**src/rtl/fp_mant_mul_seq.sv**
```systemverilog
// Sequential radix-2 shift-and-add mantissa multiplier with start/busy/done handshake.
// Optional feature: define FP_MUL_EARLY_TERM_EN to finish as soon as the remaining multiplier bits are zero.
module fp_mant_mul_seq #(
    parameter int WIDTH = 53
) (
    input  logic                   in_clk,
    input  logic                   in_rst,
    input  logic                   in_start,
    input  logic [WIDTH-1:0]       in_multiplicand,
    input  logic [WIDTH-1:0]       in_multiplier,
    output logic                   out_busy,
    output logic                   out_done,
    output logic [2*WIDTH-1:0]     out_product
);

    localparam int CW = $clog2(WIDTH);

    typedef enum logic [1:0] {
        ST_IDLE = 2'd0,
        ST_RUN  = 2'd1,
        ST_DONE = 2'd2
    } state_t;

    state_t               r_state;
    state_t               w_state_nxt;
    logic [2*WIDTH:0]     r_p;
    logic [WIDTH-1:0]     r_mcand;
    logic [CW-1:0]        r_cnt;
    logic                 r_busy;
    logic                 r_done;
    logic [2*WIDTH-1:0]   r_product;

    logic [WIDTH:0]       w_upper;
    logic [2*WIDTH:0]     w_p_step;
    logic                 w_last;
    logic                 w_finish;

`ifdef FP_MUL_EARLY_TERM_EN
    logic [WIDTH-1:0]     w_rem_mask;
    logic                 w_rem_zero;
    logic [CW-1:0]        w_shamt;
    logic [2*WIDTH-1:0]   w_cat;
`endif

    // Add-and-shift datapath for one multiplier bit.
    always_comb begin
        w_upper  = r_p[2*WIDTH:WIDTH] + (r_p[0] ? {1'b0, r_mcand} : {(WIDTH+1){1'b0}});
        w_last   = (r_cnt == CW'(WIDTH-1));
        w_p_step = {1'b0, w_upper, r_p[WIDTH-1:1]};
        w_finish = w_last;
    end

`ifdef FP_MUL_EARLY_TERM_EN
    // Remaining unconsumed multiplier bits sit in P[WIDTH-1-cnt:1]; older low bits are product bits.
    always_comb begin
        w_rem_mask = ({WIDTH{1'b1}} >> r_cnt) & ~{{(WIDTH-1){1'b0}}, 1'b1};
        w_rem_zero = ((r_p[WIDTH-1:0] & w_rem_mask) == {WIDTH{1'b0}});
        w_shamt    = CW'(WIDTH-1) - r_cnt;
        w_cat      = {w_upper, r_p[WIDTH-1:1]};
    end
`endif

    // Next-state decode.
    always_comb begin
        w_state_nxt = r_state;
        case (r_state)
            ST_IDLE: begin
                if (in_start) begin
                    w_state_nxt = ST_RUN;
                end else begin
                    w_state_nxt = ST_IDLE;
                end
            end
            ST_RUN: begin
`ifdef FP_MUL_EARLY_TERM_EN
                if (w_finish || w_rem_zero) begin
`else
                if (w_finish) begin
`endif
                    w_state_nxt = ST_DONE;
                end else begin
                    w_state_nxt = ST_RUN;
                end
            end
            ST_DONE: w_state_nxt = ST_IDLE;
            default: w_state_nxt = ST_IDLE;
        endcase
    end

    // State, operand, accumulator and output registers.
    always_ff @(posedge in_clk) begin
        if (in_rst) begin
            r_state   <= ST_IDLE;
            r_p       <= {(2*WIDTH+1){1'b0}};
            r_mcand   <= {WIDTH{1'b0}};
            r_cnt     <= {CW{1'b0}};
            r_busy    <= 1'b0;
            r_done    <= 1'b0;
            r_product <= {(2*WIDTH){1'b0}};
        end else begin
            r_state <= w_state_nxt;
            r_busy  <= (w_state_nxt == ST_RUN);
            r_done  <= (w_state_nxt == ST_DONE);
            case (r_state)
                ST_IDLE: begin
                    if (in_start) begin
                        r_mcand <= in_multiplicand;
                        r_p     <= {{(WIDTH+1){1'b0}}, in_multiplier};
                        r_cnt   <= {CW{1'b0}};
                    end else begin
                        r_mcand <= r_mcand;
                    end
                end
                ST_RUN: begin
                    r_cnt <= r_cnt + CW'(1);
`ifdef FP_MUL_EARLY_TERM_EN
                    if (w_rem_zero && !w_last) begin
                        r_p       <= {1'b0, w_cat >> w_shamt};
                        r_product <= w_cat >> w_shamt;
                    end else if (w_last) begin
                        r_p       <= w_p_step;
                        r_product <= w_p_step[2*WIDTH-1:0];
                    end else begin
                        r_p       <= w_p_step;
                    end
`else
                    r_p <= w_p_step;
                    if (w_finish) begin
                        r_product <= w_p_step[2*WIDTH-1:0];
                    end else begin
                        r_product <= r_product;
                    end
`endif
                end
                default: begin
                    r_p <= r_p;
                end
            endcase
        end
    end

    assign out_busy    = r_busy;
    assign out_done    = r_done;
    assign out_product = r_product;

endmodule

```
**config.mk**
```make
export PLATFORM = sky130hd
export DESIGN_NAME = fp_mant_mul_seq
export DESIGN_NICKNAME = d
export VERILOG_FILES = /design/src/rtl/fp_mant_mul_seq.sv
export SDC_FILE = /design/constraint.sdc
export NUM_CORES = 1
export LEC_CHECK = 0
export ABC_AREA = 1
export BUFFER_PORTS_ARGS = -buffer_cell sky130_fd_sc_hd__buf_2
export CORE_MARGIN = 3
export CORE_UTILIZATION = 55
export CTS_CLUSTER_SIZE = 20
export DETAILED_ROUTE_END_ITERATION = 8
export GPL_TIMING_DRIVEN = 0
export PLACE_DENSITY_LB_ADDON = 0.08
export REMOVE_ABC_BUFFERS = 1
export SLEW_MARGIN = 10
export SYNTH_ARGS = -nofsm -noshare
export SYNTH_HDL_FRONTEND = slang
export SYNTH_SLANG_ARGS = --single-unit
export TNS_END_PERCENT = 20
```
**constraint.sdc**
```tcl
create_clock -name in_clk -period 2.85 [get_ports in_clk]
set_input_delay 0.4275 -clock in_clk [delete_from_list [all_inputs] [get_ports in_clk]]
set_output_delay 0.4275 -clock in_clk [all_outputs]
set_load 0.02 [all_outputs]
```
Word-level counts from Yosys, hierarchy flattened. Cells that the tools add are included.

Bits in registers: 276. Bits of input ports: 109. Word-level logic and storage cells: 27.

Add/sub/neg operators: 2. Equality and inequality tests: 5. Mux-type cells: 8. Reduce and logical (&&, ||, !) cells: 5.

Operators with widths (count): 107-bit case mux with 2 select lines (1); 107-bit 2-to-1 mux (1); 54-bit by 53-bit adder with 54-bit output (1); 53-bit 2-to-1 mux (1); 6-bit case mux with 2 select lines (1); 6-bit by 1-bit adder with 6-bit output (second input constant) (1); 6-bit == test (second input constant) (1); 6-bit 2-to-1 mux (1); 2-bit AND reduction (3); 2-bit by 1-bit == test with 1-bit output (second input constant) (2); 2-bit case mux with 2 select lines (1); 2-bit == test (second input constant) (1); 2-bit zero test (1); 2-bit 2-to-1 mux (1); 2-bit != test (second input constant) (1); 2-bit nonzero test (1); 1-bit 2-to-1 mux (1).

Longest topological paths before layout.
Depth in word-level cells: 4. Gate-level depth with buffers: 20.

Worst setup path before layout. No wires, ideal clock.

Path type: register -> register. From: register r_p[0]. To: register r_product[73], in the netlist out_product[73]. Setup time: 0.116 ns. Arrival time: 2.215 ns. Path slack: 0.519 ns. Stages on the path, launching flop included: 19. Period minus slack after synthesis: 2.331 ns. Cells stage by stage: dfxtp_1 -> clkbuf_1 -> clkbuf_1 -> nand2_1 -> inv_1 -> ha_1 -> nand2_1 -> inv_1 -> nand2_1 -> nand2_1 -> nand2_1 -> nand2_1 -> nand2_1 -> nand3b_1 -> or2_2 -> nand2_1 -> nand2_1 -> o211ai_1 -> inv_1.

Word-level cells in the longest chain between the ends: 2.

RTL lines: start: declaration (RTL line 26) `logic [2*WIDTH:0] r_p;`; start signal: assignment (RTL line 94) `r_p <= {(2*WIDTH+1){1'b0}};`; start signal: assignment (RTL line 108) `r_p <= {{(WIDTH+1){1'b0}}, in_multiplier};`; start signal: assignment (RTL line 127) `r_p <= w_p_step;`; 53-bit 2-to-1 mux (RTL line 47) `w_upper = r_p[2*WIDTH:WIDTH] + (r_p[0] ? {1'b0, r_mcand} : {(WIDTH+1){1'b0}});`; 54-bit by 53-bit adder with 54-bit output (RTL line 47); end signal: assignment (RTL line 99) `r_product <= {(2*WIDTH){1'b0}};`; end signal: assignment (RTL line 129) `r_product <= w_p_step[2*WIDTH-1:0];`; end signal: assignment (RTL line 131) `r_product <= r_product;`; end: declaration (RTL line 31) `logic [2*WIDTH-1:0] r_product;`.

No other way between the ends. A chain may end at the register's enable or synchronous reset.

Final worst setup path.
From: register r_p[0]. To: register r_product[101], in the netlist out_product[101].

Same word-level chain as after synthesis.

==> impl_metrics.env <==
export IMPL_syn2layout_area_growth_pct=16.81
export IMPL_setup_slack_ps=191.4
export IMPL_maxCapViolations=0
export IMPL_netlist_area_um2=15160
export IMPL_synth_mux_area_frac=0
export IMPL_die_area_um2=29600
export IMPL_drive_above_1_share=0.1334
export IMPL_die_y_um=172.0
export IMPL_io_buffers=216
export IMPL_io_pins=217
export IMPL_numCtsBuffers=29
export IMPL_drcViolationCount=0
export IMPL_multiInputGateArea_um2=7883
export IMPL_worstPathMaxFanout=12
export IMPL_cts_path_max_buffers=3
export IMPL_synth_simple_area_share=0.3293
export IMPL_final_cells=2919
export IMPL_synth_top_family_by_area="simple AND/OR/NAND/NOR gates"
export IMPL_rows=60
export IMPL_cts_root_buf="clkbuf_16"
export IMPL_routed_wl_um=45380
export IMPL_die_x_um=172.0
export IMPL_yosysTopAreaCellShare=0.3631
export IMPL_irDropWorstVdd_mv=0.4388
export IMPL_vias_per_cell=5.177
export IMPL_hold_viol_final=0
export IMPL_pre_cts_ws_ps=-576.9
export IMPL_crit_type="reg2reg"
export IMPL_dr_pass1_iters=6
export IMPL_yosysTopAreaCell="dfxtp_1"
export IMPL_timing_final_setup_violations=0
export IMPL_grt_pass1_vias=14280
export IMPL_hold_depth=3
export IMPL_synth_compound_area_share=0.1253
export IMPL_drv_slew=0
export IMPL_yosysWarnings=0
export IMPL_grt_setup_unrepaired="no"
export IMPL_vias=15110
export IMPL_power_density_nw_per_um2=490.1
export IMPL_cp_end_kind="flop"
export IMPL_cp_required_ps=3330
export IMPL_leakage_nw=9.619
export IMPL_cp_arrival_ps=3140
export IMPL_final_cell_area_um2=17710
export IMPL_cts_sinks=275
export IMPL_cts_max_level=1
export IMPL_worst_skew_pair_late_latency_ps=580
export IMPL_cts_tree="yes"
export IMPL_period_minus_slack_ps=2659
export IMPL_synth_cell_types=41
export IMPL_synthTopCellsByArea="dfxtp_1, nand2_1, inv_1, nor2_1, ha_1"
export IMPL_dpl_cell_count=2861
export IMPL_final_net_count=2723
export IMPL_synthAdderAreaFrac=0.04670
export IMPL_grt_pass1_wl_um=71420
export IMPL_fillCellCount=2531
export IMPL_worst_r2r_path_depth=17
export IMPL_gp_congestion=0.9598
export IMPL_antenna_found_initial=2
export IMPL_setup_tns_final_ps=0
export IMPL_synth_xor_area_frac=0.01502
export IMPL_fin_crit_sh=0.9328
export IMPL_skew_ps=20.79
export IMPL_syn_area_per_cell_um2=6.344
export IMPL_final_antenna_net_count=0
export IMPL_synth_seq_cells=275
export IMPL_tightest_slew_ps=755.6
export IMPL_synth_cells=2390
export IMPL_hp_class="in2reg"
export IMPL_yosysSeqAreaShare=0.3631
export IMPL_antenna_cells=0
export IMPL_critPathLaunchType="flop"
export IMPL_regArea_um2=5509
export IMPL_status="complete, no violations"
export IMPL_dpl_instance_area_um2=16570
export IMPL_drtIter0Drc=992
export IMPL_grt_max_degree=96
export IMPL_wl_per_cell_um=15.55
export IMPL_timing_fmax_mhz=376.1
export IMPL_grt_usage=0.2953
export IMPL_grt_overflow=0
export IMPL_start_util=0.5611
export IMPL_slew_limit_headroom=0.4962
export IMPL_dp_hpwl_um=32600
export IMPL_cts_clk_slew_worst_paths_ps=70
export IMPL_coreArea_um2=27030
export IMPL_timing_hold_ws_ps=96.21
==> metrics by stage <==
stage	util	power (mW)
final	0.6554	8.680
after global routing	0.6554	8.955
after CTS	0.6520	8.697
after detailed placement	0.6132	4.820
after global placement	0.6023	4.761
after floorplan	-	4.503
==> sequential cells by signal, indices dropped and copies added (netlist names) <==
name	count
out_product	106
r_mcand	53
r_p	106
out_busy	1
r_state	2
out_done	1
r_cnt	6
==> cell usage after synthesis <==
cell type and count:
buf_2 21, clkbuf_1 58, nand3b_1 8, nand3_1 121, clkinv_1 2, inv_2 13
a221oi_1 14, or2_1 1, nor3_2 3, fa_1 1, o21ai_0 117, o221ai_1 2
nand3_2 5, a21oi_1 94, buf_1 17, nor4_1 3, nor2_1 208, nor2_2 17
ha_1 55, a21oi_2 1, a21o_1 15, nand4_1 10, o211ai_1 4, nor2_4 1
nand2_2 17, dfxtp_1 275, buf_4 1, o22ai_1 1, a31oi_1 38, nor3_1 8
or2_2 4, or2_0 1, nor3b_1 1, o21bai_1 29, a21boi_0 3, nand2_1 818
o21a_1 8, xor2_1 26, and2_1 1, inv_1 367, o311ai_0 1
==> placed cells by master, fill, tap and decap left out, drive strengths merged <==
cell type	instances
a21boi	3
clkinvlp	3
bufinv	3
o21bai	29
or2	6
a31oi	38
o211ai	4
nand2	835
o311ai	1
bufbuf	1
a21o	15
and2	1
buf	232
clkinv	5
nand3b	8
nor4	3
dfxtp	275
o21a	8
o22ai	1
nor3	11
nand4	10
ha	55
nor2	226
inv	380
o221ai	2
o21ai	117
a21oi	95
nor3b	1
fa	1
xor2	26
clkbuf	43
nand3	126
a221oi	14
==> cells by family (layout without fill, tap and decap cells) <==
kind of cell             Yosys count  count (layout)
buffers and inverters            479             667
flip-flops                       275             275
XOR/XNOR                          26              26
AND/OR/NAND/NOR                 1227            1227
AO/OA/AOI/OAI                    327             327
adder cells (fa/ha/maj)           56              56
==> path summary, 6_finish.rpt <==
check	start	to	slack (ps)
worst max-delay path	r_p[0]	out_product[101]	190
worst min-delay path	in_multiplicand[2]	r_mcand[2]	100
worst max register to register	r_p[0]	out_product[101]	190
worst min register to register	r_p[35]	out_product[34]	460
==> metal layers <==
layer | track usage | routed length (um)
met4 | 0.06491 | 893
met5 | 0 | 23
met3 | 0.06310 | 3233
met2 | 0.5058 | 20720
met1 | 0.3844 | 20510
==> power by group <==
part / leakage, nW / total (mW) / switching [mW] / internal [mW]
Sequential: 2.24 / 4.05 / 0.0793 / 3.97
Combinational: 6.91 / 0.728 / 0.467 / 0.262
Clock: 0.470 / 3.90 / 1.60 / 2.30
==> worst max-delay path, cell delays in order, from the launching register on <==
cell	delay, ps
dfxtp_4	370
buf_4	200
nand2_1	80
inv_1	40
ha_1	380
nand2_1	160
nor2_1	250
inv_1	110
nor2_1	200
nand2_1	150
nor2_1	120
nand2_1	120
nand3_1	100
nand2_1	70
nand2_1	70
nand2_1	50
nand2_1	80
inv_1	30
==> cell type report <==
cell class	instances	area share
multi-input cells	1636	0.4450
flip-flops and latches	275	0.3110
inverters	382	0.08350
repair buffers	233	0.08103
clock buffers	43	0.04733
well taps	341	0.02409
clock inverters	8	0.007629
repair inverters	1	0.0003532
==> what timing repair did <==
item                                    in CTS  in global routing
pin swaps                                    0                  1
endpoints found under the setup margin     177                 61
setup buffers                                0                  5
gates cloned                                 2                  0
hold buffers                                 0                  0
endpoints found under the hold margin        0                  0
gates resized for setup                      9                  5
Note: power is estimated with default switching activity, not from simulation.
